**config.mk**
```make
export PLATFORM = sky130hd
export DESIGN_NAME = importance_topk
export DESIGN_NICKNAME = d
export VERILOG_FILES = /design/src/rtl/importance_topk.sv
export SDC_FILE = /design/constraint.sdc
export NUM_CORES = 1
export LEC_CHECK = 0
export CORE_UTILIZATION = 37
export CTS_CLUSTER_SIZE = 20
export DETAILED_ROUTE_END_ITERATION = 10
export GPL_ROUTABILITY_DRIVEN = 0
export GPL_TIMING_DRIVEN = 0
export PLACE_DENSITY = 0.7
export SLEW_MARGIN = 10
export SYNTH_ARGS = -nofsm -noshare
export SYNTH_HDL_FRONTEND = slang
export SYNTH_SLANG_ARGS = --single-unit
```
**constraint.sdc**
```tcl
create_clock -name clk -period 6.6 [get_ports clk]
set_input_delay 1.98 -clock clk [delete_from_list [all_inputs] [get_ports clk]]
set_output_delay 1.98 -clock clk [all_outputs]
set_load 0.02 [all_outputs]
```
**src/rtl/importance_topk.sv**
```systemverilog
// Streaming top-K selector: keeps the K largest importance scores of a run,
// sorted descending, using one-cycle insertion into a shift table.
//
// state   | meaning
// --------+-----------------------------------------------
// IDLE    | waiting for start, table and flags at reset
// COLLECT | accepting NTOK scores, inserting each on accept
// DONE    | run finished, table final, out_valid held high
module importance_topk #(
  parameter int width = 8,
  parameter int NTOK  = 16,
  parameter int K     = 4,
  localparam int IDXW = $clog2(NTOK)
) (
  input  logic                  clk,
  input  logic                  rst,
  input  logic                  start,
  input  logic                  in_valid,
  output logic                  in_ready,
  input  logic [2*width-1:0]    importance,
  output logic                  busy,
  output logic                  done,
  output logic                  out_valid,
  output logic [K*2*width-1:0]  top_val,
  output logic [K*IDXW-1:0]     top_idx
);

  localparam int VW = 2 * width;

  typedef enum logic [1:0] {S_IDLE, S_COLLECT, S_DONE} state_t;

  state_t            state, state_nxt;
  logic [VW-1:0]     val_q [K];
  logic [IDXW-1:0]   idx_q [K];
  logic [K-1:0]      occ_q;
  logic [IDXW-1:0]   cnt_q;
  logic [K-1:0]      ge, ins, sh;
  logic              accept, last, enter;

  assign accept = in_valid && in_ready;
  assign last   = (cnt_q == IDXW'(NTOK - 1));
  assign enter  = start && (state != S_COLLECT);

  always_ff @(posedge clk) begin
    if (rst) state <= S_IDLE;
    else     state <= state_nxt;
  end

  always_comb begin
    state_nxt = state;
    case (state)
      S_IDLE:    if (start) state_nxt = S_COLLECT;
      S_COLLECT: if (accept && last) state_nxt = S_DONE;
      S_DONE:    if (start) state_nxt = S_COLLECT;
      default:   state_nxt = S_IDLE;
    endcase
  end

  always_comb begin
    in_ready = (state == S_COLLECT);
    busy     = (state == S_COLLECT);
  end

  // The table is always sorted, so ge is a prefix of ones; the new score lands
  // at the first slot that is not >= it, and everything below shifts down.
  always_comb begin
    for (int i = 0; i < K; i++) ge[i] = occ_q[i] && (val_q[i] >= importance);
    ins    = '0;
    sh     = '0;
    ins[0] = !ge[0];
    for (int i = 1; i < K; i++) begin
      ins[i] = !ge[i] && ge[i-1];
      sh[i]  = !ge[i] && !ge[i-1];
    end
  end

  always_ff @(posedge clk) begin
    if (rst || enter) begin
      for (int i = 0; i < K; i++) begin
        val_q[i] <= '0;
        idx_q[i] <= '0;
      end
      occ_q     <= '0;
      cnt_q     <= '0;
      done      <= 1'b0;
      out_valid <= 1'b0;
    end else begin
      done <= accept && last;
      if (accept && last) out_valid <= 1'b1;
      if (accept) begin
        cnt_q <= cnt_q + IDXW'(1);
        for (int i = 0; i < K; i++) begin
          if (ins[i]) begin
            val_q[i] <= importance;
            idx_q[i] <= cnt_q;
            occ_q[i] <= 1'b1;
          end
        end
        for (int i = 1; i < K; i++) begin
          if (sh[i]) begin
            val_q[i] <= val_q[i-1];
            idx_q[i] <= idx_q[i-1];
            occ_q[i] <= occ_q[i-1];
          end
        end
      end
    end
  end

  always_comb begin
    for (int i = 0; i < K; i++) begin
      top_val[i*VW +: VW]     = val_q[i];
      top_idx[i*IDXW +: IDXW] = idx_q[i];
    end
  end

endmodule

```
# After elaboration in Yosys (flattened, before gate mapping)
# Memories as Yosys holds them, arrays and structs flattened.
# Index checks and enable logic that the tools add are counted.
# totals
regBits	12
mem_bits_rw	80
inputBits	20
output_inout_bits	84
n_memories	2
# mem_list
name	words	width	read_ports	rd_clocked_by_memory_dff	wr	line_no	rtl
val_q	4	16	4	0	4	33	logic [VW-1:0] val_q [K];
idx_q	4	4	4	0	4	34	logic [IDXW-1:0] idx_q [K];
# classes
addsub	1
n_lt_le_gt_ge	4
eq_ne	6
muxes	53
bitwise	15
reduce_logical	28
# op_table
cell	n
$mux 16	7
$ge 16x16->1	4
$mux 1	36
$mux 4	7
$or 1x1->1	14
$logic_and 1x1->1	13
$reduce_and 2->1	5
$ne 2x1->1 const B	3
$reduce_bool 2->1	3
$add 4x1->4 const B	1
$eq 4x4->1 const B	1
$logic_not 1->1	4
$mux 2	2
$pmux 2 s2	1
$eq 2x1->1 const B	1
$eq 2x2->1 const B	1
$logic_not 2->1	1
$reduce_or 2->1	1
$logic_or 1x1->1	1
$not 1->1	1

# Depth between registers and ports, before layout
# Gate-level depths: netlist of run 1.
# An unclocked memory read counts as a cell.
# logic_depth
depth_word	11
mapped_depth	10

# Worst setup path after synthesis of run 1
# No wires, ideal clock.
# synth_path
kind	input-to-reg
start	in importance[0]
end	mem idx_q[3][0] (netlist bit), enable pin
setup_ns	0.425
arrival_ns	4.598
t_required_ns	6.175
slack_ns	1.577
cell_stages	7
path_buffers	0
cell_sequence	ha_1 nand2b_1 a211oi_1 o21ai_1 a311oi_1 o21ai_0 o21ai_0
# synth_rtl
item	line_no	rtl
from (decl)	20	input logic [2*width-1:0] importance,
to (decl)	34	

==> impl_metrics.ini, run 1 <==
[outcome]
status = finished, final reports clean

[critical_path]
startpoint_type = input pin
cp.required_ns = 6.57
crit_family = simple AND/OR/NAND/NOR gates
ff2ff_path_depth = 9
r2r-start = val_q[0][0]$_DFFE_PP_
crit_top_cell = nand2_1
crit_chain = clkdlybuf4s50_1 > ha_1 > nand2b_4 > a2111oi_4 > o31ai_1 > a22oi_4 > buf_2 > nand2_1 > nand2_1
cp.arrival_ns = 5.25
crit_type = in -> reg
endpoint_kind = flip-flop
r2r-end = val_q[0][1]$_DFFE_PP_
cpPeakStageDelay_ns = 0.77
slowest_stage = nand2_1
rrSetupSlack_ns = 3.17
cp_max_fo = 20
critPathBufInv = 2

[hold_path]
hold_path_end = out_valid$_SDFFE_PP0P_
hold_path_class = reg -> reg
worstHoldStart = out_valid$_SDFFE_PP0P_
whs_path_depth = 2

[clock_network]
h-tree-depth = 3
cts_setup_buffers = 0
insertion_delay_ns = 0.35
cts.sinks = 92
cts_tree = built
clockBufferDepth = 2
clk_pin_slew_ns = 0.06
root_buffer = clkbuf_16
post_cts_resized = 0
holdBufCountCts = 0
cts_buffers = 9

[floorplan]
pin_count = 104
die_w_um = 128
start_util_pct = 38.5
die_area_sq_um = 16500
core_sq_um = 15400
die_height_um = 128
std_cell_rows = 45

[synth]
synth_common_cells = edfxtp_1 (80), ha_1 (65), nand3_1 (64)
synth_seq_cells = 92
yosys.area.top_type = edfxtp_1
synth_cell_types = 53
yosysTopAreaCellShare_pct = 40.6
ys_warn_count = 0
ys_seq_area_share_pct = 44.7
async_flop_share_pct = 0
synth_cells = 580
syn_nets = 665
synth_flop_cell = edfxtp_1
synth_edf_count = 80
synth_area_leaders = edfxtp_1 (41%), ha_1 (14%), nand3_1 (5.4%)
netlist_area_sq_um = 5910
yosysMostFrequentCell = edfxtp_1
avgSynthCellArea_sq_um = 10.2

[route]
avgRoutedWirePerCell_um = 20.2
first_pass_iters = 6
detail_route.iter0.violations = 676
vias = 5351
drt-vias-per-instance = 5.87
route.detailed.drc = 0
wirelength_um = 18400
ant_nets = 0

[global_routing]
grtUsageTotal_pct = 23.0
grt_pass1_wl_um = 28600
grt_overflow = 0
grt_start_max_net_pins = 21
grt_use_met1_pct = 27.5
grt_pass1_vias = 5589
grt_use_met3_pct = 4.07
grtUsageMet2_pct = 39.4
antenna_found_initial = 0
busiest_layer = met2

[final_layout]
layout.nets = 781
final_cells = 912
antenna_cells = 0
drive_above_1_share_pct = 8.99
area_growth_pct = 28.7
utilization_pct = 49.5

[sta]
drv_slew = 0
slew_headroom_pct = 27.1
final_hold_viol_count = 0
period_needed_ns = 5.28
tightest_slew_ns = 1.09
clock_skew_ns = 0.00557
post-route-period-util_pct = 80.0
setup_viol = 0
rsz0062_at_grt = false
fmax_mhz = 189

[power]
power.total_uw = 1690
leakage_uw = 0.00281
max-vdd-ir-drop_uv = 96.9
power_density_nw_per_um2 = 222

[run]
maxCapViolations = 0

[placed_design]
dp_cells = 896
place_hpwl_um = 13800
port_buffers = 103
[layer usage]
metal | up-vias | share of wire [%]
met3 | 70 | 10
met5 | - | 0
li1 | 2424 | -
met1 | 2514 | 38
met2 | 343 | 48
met4 | 0 | 3.7
[state kept, by name, indices dropped and copies added (netlist names)]
| name | cells |
|---|---|
| val_q | 64 |
| cnt_q | 4 |
| idx_q | 16 |
| occ_q | 4 |
| done | 1 |
| state | 2 |
| out_valid | 1 |
[worst max path at each step]
stage / from / endpoint / slack, ns / cells past startpoint
2_1_floorplan: importance[0] / idx_q[3][0]$_DFFE_PP_ / 1.58 / 7
3_3_place_gp: importance[0] / val_q[3][0]$_DFFE_PP_ / -0.37 / 8
3_5_place_dp: importance[0] / val_q[0][1]$_DFFE_PP_ / 0.95 / 9
4_1_cts: importance[0] / val_q[0][6]$_DFFE_PP_ / 1.31 / 9
5_1_grt: importance[0] / val_q[0][6]$_DFFE_PP_ / 1.14 / 9
6_report: importance[0] / val_q[0][1]$_DFFE_PP_ / 1.32 / 9
[worst min-delay path: cells and delay by family (launching register included)]
kind	cells	cell delay, ns
buf+inv	1	0.05
flops	1	0.31
compound gates	1	0.05
[kinds of logic after synthesis]
| group | count (synthesis) | synth area share [%] |
|---|---|---|
| AND/OR/NAND/NOR | 189 | 16.5 |
| AO/OA/AOI/OAI | 167 | 19.3 |
| buffers and inverters | 62 | 4.85 |
| multiplexers | 1 | 0.169 |
| flip-flops | 92 | 44.7 |
| adder cells (fa/ha/maj) | 65 | 13.8 |
| XOR/XNOR | 4 | 0.720 |
[per-stage QoR]
stage | worst slack [ns] | instance area [sq um] | TNS [ns] | hold slack [ns]
after global routing | 1.14 | 7610 | 0 | 0.490
after detailed placement | 0.950 | 7240 | 0 | 0.446
after floorplan | 1.58 | 5910 | 0 | 0.451
final | 1.32 | 7610 | 0 | 0.455
after global placement | -0.370 | 7210 | -11.52 | 0.440
after CTS | 1.31 | 7610 | 0 | 0.465
[layout by cell type (no fill, tap or decap), drive strengths merged, types with 2 or more instances in the layout]
| cell | n |
|---|---|
| and2 | 23 |
| xnor2 | 2 |
| ha | 65 |
| dfxtp | 12 |
| and3 | 2 |
| bufinv | 4 |
| a21oi | 38 |
| buf | 17 |
| o21a | 6 |
| edfxtp | 80 |
| a211oi | 5 |
| a2bb2oi | 2 |
| nor2b | 3 |
| nand3 | 64 |
| a22oi | 2 |
| nand4 | 9 |
| nand2 | 60 |
| a211o | 20 |
| inv | 22 |
| o22ai | 20 |
| o21ai | 33 |
| xor2 | 2 |
| nor2 | 17 |
| o31ai | 2 |
| o211ai | 23 |
| nand2b | 7 |
| clkdlybuf4s50 | 103 |
| clkbuf | 35 |
| a21o | 6 |
[power breakdown]
| part | internal, uW | switching, uW | total, uW | leakage [uW] |
|---|---|---|---|---|
| logic | 137 | 200 | 336 | 0.00165 |
| registers | 674 | 36.8 | 711 | 0.000980 |
| clock network | 409 | 231 | 640 | 0.000173 |
| total | 1220 | 467 | 1690 | 0.00281 |
[layout make-up]
cell class	count	area [sq um]
Fill cell	1398	7760
Inverter	22	82.6
Buffer	40	204
Tap cell	211	264
Clock inverter	6	136
Timing Repair Buffer	105	1060
Clock buffer	10	229
Multi-Input combinational cell	426	2990
Sequential cell	92	2640
(Power assumes the default switching activity.)
==> run 2, diff against run 1 <==
--- a/config.mk
+++ b/config.mk
@@ -10,7 +10,7 @@
 export DETAILED_ROUTE_END_ITERATION = 10
 export GPL_ROUTABILITY_DRIVEN = 0
 export GPL_TIMING_DRIVEN = 0
-export PLACE_DENSITY = 0.7
+export PLACE_DENSITY = 0.73
 export SLEW_MARGIN = 10
 export SYNTH_ARGS = -nofsm -noshare
 export SYNTH_HDL_FRONTEND = slang
==> constraint.sdc (replaced) <==
create_clock -name clk -period 4.3 [get_ports clk]
set_input_delay 1.29 -clock clk [delete_from_list [all_inputs] [get_ports clk]]
set_output_delay 1.29 -clock clk [all_outputs]
set_load 0.02 [all_outputs]
==> impl_metrics.ini, run 2 (synthesis gave the netlist of run 1 again) <==
[final_layout]
mostFrequentLayoutCells = clkdlybuf4s50_1 (103), edfxtp_1 (80), ha_1 (65), nand3_1 (64), nand2_1 (58)
drive_above_1_share_pct = 9.42
antenna_cells = 0
layout.nets = 781
largest_reg_flops = 64
final_common_cell = clkdlybuf4s50_1
area_growth_pct = 27.8
largest-register = val_q
final_area_sq_um = 7550
top_regs = val_q: 64 flops, idx_q: 16 flops

[route]
first_pass_iters = 5
avgRoutedWirePerCell_um = 19.4
wirelength_um = 17700
ant_nets = 0
drt-vias-per-instance = 5.73
detail_route.iter0.violations = 628
vias = 5230
route.detailed.drc = 0

[critical_path]
crit_type = in -> reg
r2r-end = val_q[0][7]$_DFFE_PP_
ff2ff_path_depth = 9
cp.arrival_ns = 4.22
rrSetupSlack_ns = 1.34
r2r-start = val_q[0][0]$_DFFE_PP_
startpoint_type = input pin
cp.required_ns = 4.35
endpoint_kind = flip-flop
cp_max_fo = 13

[clock_network]
cts.sinks = 92
cts_buffers = 9
holdBufCountCts = 0
clockBufferDepth = 2
h-tree-depth = 3
clk_pin_slew_ns = 0.07
insertion_delay_ns = 0.35
root_buffer = clkbuf_16
cts_tree = built

[global_routing]
grt_overflow = 0
grt_pass1_vias = 4998
grt_pass1_wl_um = 27200
grt_start_max_net_pins = 21
grtUsageTotal_pct = 21.9
antenna_found_initial = 0

[sta]
period_needed_ns = 4.16
tightest_slew_ns = 0.956
fmax_mhz = 240
fin_setup_tns_ns = 0
clock_skew_ns = 0.00830
final_hold_viol_count = 0
drv_slew = 0
rsz0062_at_grt = false
slew_headroom_pct = 36.3
setup_viol = 0
post-route-period-util_pct = 96.8

[floorplan]
die_area_sq_um = 16500
pin_count = 104
die_height_um = 128
die_w_um = 128
core_sq_um = 15400
start_util_pct = 38.5
std_cell_rows = 45

[hold_path]
worstHoldStart = out_valid$_SDFFE_PP0P_
whs_path_depth = 2
hold_path_end = out_valid$_SDFFE_PP0P_
hold_path_class = reg -> reg

[power]
power.total_uw = 2380
max-vdd-ir-drop_uv = 156
power_density_nw_per_um2 = 316
leakage_uw = 0.00278

[outcome]
status = finished, final reports clean

[placed_design]
place_hpwl_um = 13200
port_buffers = 103
dpl_cell_area_sq_um = 7240

[run]
maxCapViolations = 0
## run 2: cell count changes in the layout (fill, tap and decap cells not counted), sizes merged
cell / delta
inv: +3
clkinv: +1
bufinv: -4
clkinvlp: -1
clkbuf: +1
## run 2: how the worst max path moves through the flow
stage / slack [ns] / startpoint / end
3_3_place_gp: -1.88 / importance[2] / val_q[1][7]$_DFFE_PP_
3_5_place_dp: -0.65 / importance[0] / val_q[0][0]$_DFFE_PP_
2_1_floorplan: 0.05 / importance[2] / idx_q[1][0]$_DFFE_PP_
4_1_cts: 0.02 / importance[0] / val_q[0][7]$_DFFE_PP_
6_report: 0.14 / importance[0] / val_q[3][9]$_DFFE_PP_
5_1_grt: 0.003 / importance[0] / val_q[3][11]$_DFFE_PP_
## run 2: where the power goes
part | total, uW | internal (uW) | switching (uW)
Clock | 782 | 429 | 354
Sequential | 1090 | 1030 | 55.6
Combinational | 512 | 211 | 301
Total | 2380 | 1670 | 710
## run 2: per-stage QoR
stage	setup WS (ns)	cells	utilization, %	hold slack [ns]
4_1_cts	0.0177	912	49.0	0.462
5_1_grt	0.00285	912	49.1	0.486
6_report	0.137	912	49.1	0.457
3_3_place_gp	-1.88	894	46.9	0.441
3_5_place_dp	-0.648	896	47.1	0.445
2_1_floorplan	0.0495	580	-	0.451
## run 2: final cells by class
cell class | instances | area, sq um
fillers | 1424 | 7820
multi-input cells | 426 | 3010
flip-flops and latches | 92 | 2640
repair buffers | 105 | 1060
well taps | 211 | 264
clock buffers | 11 | 254
plain buffers | 40 | 204
inverters | 22 | 82.6
clock inverters | 5 | 31.3
## run 2: critical path, cell delays in order
cell and delay (ns):
clkdlybuf4s50_1 0.66, ha_1 0.29, nand2b_1 0.14, a211oi_1 0.29, o21ai_1 0.12, a311oi_1 0.57, o21ai_0 0.25, o21ai_4 0.38
buf_8 0.22
## run 2: layer usage
metal  track usage [%]  up-vias  wire (um)  part of all wire, %
li1                  -     2433          -                    -
met5                 0        -          0                    0
met2              36.2      288       8320                   47
met4              9.13        0        449                  2.5
met1              28.5     2470       7200                   41
met3              3.37       39       1700                  9.6
## run 2: timing repair
action	in CTS	in global routing
buffers inserted	0	0
setup endpoints to repair	40	50
resized for setup	2	3
==> run 3, diff against run 2 <==
--- a/config.mk
+++ b/config.mk
@@ -10,6 +10,7 @@
 export DETAILED_ROUTE_END_ITERATION = 10
 export GPL_ROUTABILITY_DRIVEN = 0
 export GPL_TIMING_DRIVEN = 0
+export HOLD_SLACK_MARGIN = 0.06
 export PLACE_DENSITY = 0.73
 export SLEW_MARGIN = 10
 export SYNTH_ARGS = -nofsm -noshare
==> results of run 3 <==
Same layout as run 2: the final DEF is identical, and so are final timing and power.
